[src/rtl/led_ring_decoder.sv]
// Decodes a rotating 12-bit LED ring pattern into a phase index and tracks
// rotation lock via a HUNT/TRACK/LOCKED state machine.
module led_ring_decoder #(
  parameter logic [11:0] BASE_PATTERN  = 12'b000011101101,
  parameter int unsigned STABLE_CYCLES = 4,
  parameter int unsigned LOCK_COUNT    = 3,
  parameter int unsigned MISS_LIMIT    = 2
) (
  input  logic        clk,
  input  logic        rst_n,
  input  logic [11:0] pat_in,
  output logic [3:0]  phase,
  output logic        phase_valid,
  output logic        locked,
  output logic        step_pulse,
  output logic        err_pulse,
  output logic [7:0]  err_count
);

  localparam logic [1:0] StHunt   = 2'd0;
  localparam logic [1:0] StTrack  = 2'd1;
  localparam logic [1:0] StLocked = 2'd2;

  localparam logic [3:0] StableMax = 4'(STABLE_CYCLES);
  localparam logic [3:0] StableM1  = 4'(STABLE_CYCLES - 1);
  localparam logic [3:0] LockMax   = 4'(LOCK_COUNT);
  localparam logic [3:0] MissMax   = 4'(MISS_LIMIT);

  function automatic logic [11:0] rotl(input logic [11:0] v, input int k);
    logic [11:0] r;
    r = v;
    for (int i = 0; i < 12; i++) begin
      if (i < k) r = {r[10:0], r[11]};
    end
    return r;
  endfunction

  // Synchronizer and stability tracking
  logic [11:0] meta_q, sync_q, prev_q;
  logic [3:0]  stab_q, stab_d;
  logic [11:0] last_acc_q;
  logic        last_acc_vld_q;
  logic        changed, accept;

  assign changed = (sync_q != prev_q);
  // Accept on the cycle the counter would first hit its limit; a pattern identical to the
  // last accepted one (e.g. the return after a short glitch) is never accepted again.
  assign accept  = !changed && (stab_q == StableM1) &&
                   !(last_acc_vld_q && (sync_q == last_acc_q));

  always_comb begin
    stab_d = stab_q;
    if (changed) begin
      stab_d = 4'd0;
    end else if (stab_q < StableMax) begin
      stab_d = stab_q + 4'd1;
    end
  end

  always_ff @(posedge clk or negedge rst_n) begin
    if (!rst_n) begin
      meta_q         <= '0;
      sync_q         <= '0;
      prev_q         <= '0;
      stab_q         <= '0;
      last_acc_q     <= '0;
      last_acc_vld_q <= 1'b0;
    end else begin
      meta_q <= pat_in;
      sync_q <= meta_q;
      prev_q <= sync_q;
      stab_q <= stab_d;
      if (accept) begin
        last_acc_q     <= sync_q;
        last_acc_vld_q <= 1'b1;
      end
    end
  end

  // Rotation decode; descending scan so the lowest matching k wins
  logic       dec_hit;
  logic [3:0] dec_idx;

  always_comb begin
    dec_hit = 1'b0;
    dec_idx = 4'd0;
    for (int k = 11; k >= 0; k--) begin
      if (sync_q == rotl(BASE_PATTERN, k)) begin
        dec_hit = 1'b1;
        dec_idx = 4'(k);
      end
    end
  end

  // Tracking state machine
  logic [1:0] state_q, state_d;
  logic [3:0] good_q, good_d;
  logic [3:0] miss_q, miss_d;
  logic [3:0] phase_q, phase_d;
  logic       valid_q, valid_d;
  logic       locked_q, step_q, step_d, err_q, err_d;
  logic [7:0] err_cnt_q, err_cnt_d;
  logic [3:0] exp_phase;
  logic       is_expected;

  assign exp_phase   = (phase_q == 4'd11) ? 4'd0 : phase_q + 4'd1;
  assign is_expected = dec_hit && (dec_idx == exp_phase);

  always_comb begin
    state_d   = state_q;
    good_d    = good_q;
    miss_d    = miss_q;
    phase_d   = phase_q;
    valid_d   = valid_q;
    step_d    = 1'b0;
    err_d     = 1'b0;
    err_cnt_d = err_cnt_q;

    if (accept) begin
      valid_d = dec_hit;
      if (dec_hit) phase_d = dec_idx;

      case (state_q)
        StHunt: begin
          if (dec_hit) begin
            good_d  = 4'd1;
            miss_d  = 4'd0;
            state_d = (LockMax == 4'd1) ? StLocked : StTrack;
          end
        end
        StTrack: begin
          if (!dec_hit) begin
            state_d = StHunt;
            good_d  = 4'd0;
          end else if (is_expected) begin
            // Lock on the LOCK_COUNT-th correct step after the anchoring accept
            if (good_q >= LockMax) begin
              state_d = StLocked;
              miss_d  = 4'd0;
            end else begin
              good_d = good_q + 4'd1;
            end
          end else begin
            good_d = 4'd1;
          end
        end
        StLocked: begin
          if (is_expected) begin
            step_d = 1'b1;
            miss_d = 4'd0;
          end else begin
            err_d = 1'b1;
            if (err_cnt_q != 8'hFF) err_cnt_d = err_cnt_q + 8'd1;
            if (miss_q + 4'd1 >= MissMax) begin
              state_d = StHunt;
              miss_d  = 4'd0;
              good_d  = 4'd0;
            end else begin
              miss_d = miss_q + 4'd1;
            end
          end
        end
        default: begin
          state_d = StHunt;
          good_d  = 4'd0;
          miss_d  = 4'd0;
        end
      endcase
    end
  end

  always_ff @(posedge clk or negedge rst_n) begin
    if (!rst_n) begin
      state_q   <= StHunt;
      good_q    <= '0;
      miss_q    <= '0;
      phase_q   <= '0;
      valid_q   <= 1'b0;
      locked_q  <= 1'b0;
      step_q    <= 1'b0;
      err_q     <= 1'b0;
      err_cnt_q <= '0;
    end else begin
      state_q   <= state_d;
      good_q    <= good_d;
      miss_q    <= miss_d;
      phase_q   <= phase_d;
      valid_q   <= valid_d;
      locked_q  <= (state_d == StLocked);
      step_q    <= step_d;
      err_q     <= err_d;
      err_cnt_q <= err_cnt_d;
    end
  end

  assign phase       = phase_q;
  assign phase_valid = valid_q;
  assign locked      = locked_q;
  assign step_pulse  = step_q;
  assign err_pulse   = err_q;
  assign err_count   = err_cnt_q;

endmodule
[config.mk]
export PLATFORM = sky130hd
export DESIGN_NAME = led_ring_decoder
export DESIGN_NICKNAME = d
export VERILOG_FILES = /design/src/rtl/led_ring_decoder.sv
export SDC_FILE = /design/constraint.sdc
export NUM_CORES = 1
export LEC_CHECK = 0
export BUFFER_PORTS_ARGS = -buffer_cell sky130_fd_sc_hd__buf_2
export CAP_MARGIN = 20
export CORE_MARGIN = 1.5
export CORE_UTILIZATION = 60
export CTS_CLUSTER_DIAMETER = 50
export DETAILED_ROUTE_END_ITERATION = 10
export GPL_TIMING_DRIVEN = 1
export MAX_ROUTING_LAYER = met4
export PLACE_DENSITY = 0.8
export RECOVER_POWER = 100
export SYNTH_ARGS = -nofsm -noshare
export SYNTH_HDL_FRONTEND = slang
export SYNTH_SLANG_ARGS = --single-unit
[constraint.sdc]
create_clock -name clk -period 3.17 [get_ports clk]
set_clock_uncertainty 0.2 [all_clocks]
set_input_delay 0.1585 -clock clk [delete_from_list [all_inputs] [get_ports clk]]
set_output_delay 0.1585 -clock clk [all_outputs]
set_load 0.05 [all_outputs]
==> results.py <==
metrics = {
    "outcome": {
        "status": "finished with violations",
        "failed_checks": "capacitance limit, slew limit",
    },
    "layout": {
        "post_route_cells_drive_above_1_share_pct": 17.89,
        "insertedDiodeCount": 0,
        "fin_nets": 423,
        "final_cells": 485,
        "end_of_flow_core_utilization_pct": 70.89,
        "area_delta_synth_final_pct": 13.95,
        "final_area_sq_um": 4527,
    },
    "grt": {
        "grt_usage_pct": 26.64,
        "first_global_vias": 3021,
        "grt_first_pass_wirelength_mm": 14.43,
        "gr-total-overflow": 0,
        "initial_antenna_violation_count": 0,
        "grt_max_degree": 80,
    },
    "floorplan": {
        "floorplan.rows": 29,
        "fp.dieW_um": 84.37,
        "die-area_sq_um": 7118,
        "start_util_pct": 62.21,
        "die_y_um": 84.37,
        "core_area_sq_um": 6386,
        "num_io_pins": 30,
    },
    "drt": {
        "antenna_left": 0,
        "viasPerCell": 6.128,
        "drt_first_iter_violations": 199,
        "drt-total-wl_mm": 8.452,
        "drt_first_pass_iters": 5,
        "drt_drc_violations_left": 0,
        "dr_total_vias": 2972,
        "wire_per_inst_um": 17.43,
    },
    "timing": {
        "rsz0062_at_grt": "no",
        "fmax_mhz": 331.2,
        "report.final.hold_viol_count": 0,
        "tcrit_tclk_final_pct": 95.25,
        "timing.final.max_slew_violations": 80,
        "finalCriticalPeriod_ns": 3.019,
        "finish_stage_setup_viols": 0,
        "finalSetupTns_ns": 0,
        "worst_slew_margin_rel_pct": -25.91,
        "worst_pin_slew_ns": 1.889,
    },
    "clocking": {
        "cts_tree": "yes",
        "root_buffer": "sky130_fd_sc_hd__clkbuf_8",
        "cts_inserted_buffers": 9,
        "cts_sink_count": 79,
        "clk_pin_slew_ns": 0.09,
        "insertion_delay_ns": 0.36,
        "cts_max_path_buffers": 2,
        "h-tree-depth": 3,
    },
    "logic_synthesis": {
        "yosysTopAreaCell": "sky130_fd_sc_hd__dfrtp_1",
        "synth_warnings": 0,
        "yosys_register_bits": 79,
        "predominant_post_synthesis_flop_cell": "sky130_fd_sc_hd__dfrtp_1",
        "synth_async_sr_flop_share_pct": 100.0,
        "syn-num-nets": 374,
        "yosys-top-cells-area": "sky130_fd_sc_hd__dfrtp_1 50%, sky130_fd_sc_hd__xor2_1 4.2%, sky130_fd_sc_hd__mux2_2 3.4%, sky130_fd_sc_hd__xnor2_1 3.1%, sky130_fd_sc_hd__and3_1 2.4%",
        "synth_top_area_share_pct": 49.76,
        "synth_edf_count": 0,
        "mappedNetlistArea_sq_um": 3973,
        "synth.lib_cells_used.distinct": 61,
        "syn-instance-count": 354,
        "syn-mean-instance-area_sq_um": 11.22,
        "synth_sequential_area_ratio_pct": 49.76,
    },
    "critical_path": {
        "worstRegToRegCells": 9,
        "setup.reg_to_reg.worst_slack_ns": 0.15,
        "crit_arrival_ns": 3.07,
        "worst_setup_path_start_kind": "register",
        "cp-end-kind": "register",
        "cp_max_fo": 10,
        "worstSetupStartpoint": "sync_q[4]",
        "required_ns": 3.22,
        "r2r-start": "sync_q[4]",
        "regToRegEndpoint": "miss_q[2]",
        "crit_type": "register to register",
    },
    "run": {
        "total_of_max_cap_violations": 1,
    },
    "place": {
        "place.detailed.instances": 455,
        "hpwlAfterDp_mm": 5.498,
        "postPlaceCellArea_sq_um": 4187,
        "io_buffers": 29,
        "finalWeightedCongestion": 0.9061,
    },
    "power": {
        "cellLeakagePower_uw": 0.001989,
        "vdd_drop_max_v": 0.0003667,
        "power_uw": 2043,
        "powerDensity_nw_per_um2": 451.3,
    },
    "worst_hold_path": {
        "hold_path_class": "register to register",
        "holdPathStages": 0,
        "hold_path_startpoint": "meta_q[2]",
        "hold_end": "sync_q[2]",
    },
}
[sequential cells by signal, summed over array words and instances (netlist names)]
register / cells
err_count: 8
err_pulse: 1
good_q: 4
last_acc_q: 12
last_acc_vld_q: 1
locked: 1
meta_q: 12
miss_q: 4
phase: 4
phase_valid: 1
prev_q: 12
stab_q: 4
state_q: 2
step_pulse: 1
sync_q: 12
[cells in the mapped netlist (2+ instances only)]
library cell	count
sky130_fd_sc_hd__dfrtp_1	79
sky130_fd_sc_hd__mux2_1	3
sky130_fd_sc_hd__nand3b_1	4
sky130_fd_sc_hd__xor2_1	19
sky130_fd_sc_hd__and3_1	15
sky130_fd_sc_hd__ha_1	6
sky130_fd_sc_hd__inv_1	7
sky130_fd_sc_hd__a31oi_1	3
sky130_fd_sc_hd__nor2b_1	11
sky130_fd_sc_hd__buf_6	3
sky130_fd_sc_hd__or3_1	4
sky130_fd_sc_hd__nor4b_1	3
sky130_fd_sc_hd__xnor2_1	14
sky130_fd_sc_hd__and4bb_2	2
sky130_fd_sc_hd__nand4_1	13
sky130_fd_sc_hd__and3b_1	2
sky130_fd_sc_hd__a21oi_1	10
sky130_fd_sc_hd__a21o_1	2
sky130_fd_sc_hd__nor4bb_1	3
sky130_fd_sc_hd__nand4b_1	7
sky130_fd_sc_hd__and4_1	2
sky130_fd_sc_hd__buf_4	5
sky130_fd_sc_hd__o31ai_1	2
sky130_fd_sc_hd__or4_1	2
sky130_fd_sc_hd__nor4b_2	2
sky130_fd_sc_hd__and2_1	6
sky130_fd_sc_hd__nor4_2	2
sky130_fd_sc_hd__nor3_1	6
sky130_fd_sc_hd__buf_2	6
sky130_fd_sc_hd__nor2_1	15
sky130_fd_sc_hd__nor3b_1	3
sky130_fd_sc_hd__o21ai_0	11
sky130_fd_sc_hd__and4bb_1	2
sky130_fd_sc_hd__nand2_1	19
sky130_fd_sc_hd__nand3_1	9
sky130_fd_sc_hd__o22ai_1	2
sky130_fd_sc_hd__nand2b_1	11
sky130_fd_sc_hd__mux2_2	12
sky130_fd_sc_hd__nor4_1	4
sky130_fd_sc_hd__o21a_1	2
[cells in the final DEF, fill, tap and decap left out, types with 5 or more instances in the layout]
master,n
sky130_fd_sc_hd__a21oi_1,10
sky130_fd_sc_hd__and3_1,15
sky130_fd_sc_hd__buf_2,12
sky130_fd_sc_hd__clkbuf_1,21
sky130_fd_sc_hd__clkbuf_8,9
sky130_fd_sc_hd__dfrtp_1,70
sky130_fd_sc_hd__dfrtp_2,9
sky130_fd_sc_hd__dlygate4sd3_1,13
sky130_fd_sc_hd__ha_1,6
sky130_fd_sc_hd__inv_1,7
sky130_fd_sc_hd__mux2_2,11
sky130_fd_sc_hd__nand2_1,19
sky130_fd_sc_hd__nand2b_1,11
sky130_fd_sc_hd__nand3_1,9
sky130_fd_sc_hd__nand4_1,13
sky130_fd_sc_hd__nand4b_1,7
sky130_fd_sc_hd__nor2_1,15
sky130_fd_sc_hd__nor2b_1,10
sky130_fd_sc_hd__nor3_1,6
sky130_fd_sc_hd__nor4_1,5
sky130_fd_sc_hd__o21ai_0,11
sky130_fd_sc_hd__xnor2_1,14
sky130_fd_sc_hd__xor2_1,19
[layer usage]
metal / vias to the layer above / part of all wire [%] / wire, um / track usage (%)
met3: 20 / 6.0 / 505 / 5.310
met5: - / 0 / 0 / -
met1: 1470 / 46 / 3855 / 35.62
li1: 1373 / - / - / -
met4: 0 / 1.8 / 152 / 9.531
met2: 109 / 47 / 3939 / 41.02
[power by group]
group | internal, uW | switching (uW)
Sequential | 1030 | 34.1
Combinational | 47.0 | 57.5
Clock | 461 | 412
[cells by family (layout without fill, tap and decap cells)]
group / Yosys count / in the layout / share of synthesized area, %
simple gates: 157 / 157 / 26.49
flops: 79 / 79 / 49.76
compound gates: 40 / 40 / 6.519
xor+xnor: 34 / 34 / 7.685
buf+inv: 23 / 77 / 3.402
mux: 15 / 15 / 4.252
fa+ha+maj: 6 / 6 / 1.890
[stage by stage]
step                      hold slack [ns]  setup slack [ns]
after floorplan                   -0.3371            0.4869
after global placement            0.06623            0.1922
after detailed placement          0.06791           0.07419
after CTS                          0.1565           0.05509
after global routing               0.1596           0.01211
final                              0.1553            0.1507
[critical path: stages, from the launching register on]
cell and delay, ns:
sky130_fd_sc_hd__dfrtp_1 0.46, sky130_fd_sc_hd__buf_4 0.22, sky130_fd_sc_hd__nor4bb_1 0.43, sky130_fd_sc_hd__nand2_1 0.14, sky130_fd_sc_hd__o22ai_1 0.27, sky130_fd_sc_hd__nor4b_4 0.11, sky130_fd_sc_hd__xor2_2 0.20, sky130_fd_sc_hd__nand4_1 0.25
sky130_fd_sc_hd__or3_1 0.44, sky130_fd_sc_hd__and3_1 0.18
[final cells by class]
cell class | instances | area, sq um
tap | 77 | 96.34
inverter | 8 | 30.03
sequential | 79 | 1988
fill | 466 | 1859
clock inverter | 7 | 108.9
multi-input combinational | 252 | 1863
clock buffer | 9 | 123.9
timing repair buffer | 53 | 316.6
[how the worst max path moves through the flow]
stage | endpoint | slack [ns] | cells after the start
5_1_grt | miss_q[2] | 0.01 | 9
3_3_place_gp | miss_q[3] | 0.19 | 8
4_1_cts | miss_q[2] | 0.06 | 9
6_report | miss_q[2] | 0.15 | 9
2_1_floorplan | good_q[1] | 0.49 | 9
3_5_place_dp | miss_q[2] | 0.07 | 9
[timing repair]
item,CTS,global route
hold endpoints to repair,91,0
buffers inserted,0,1
gates resized for setup,0,11
endpoints found under the setup margin,0,10
hold buffers,13,0
(Power assumes the default switching activity.)
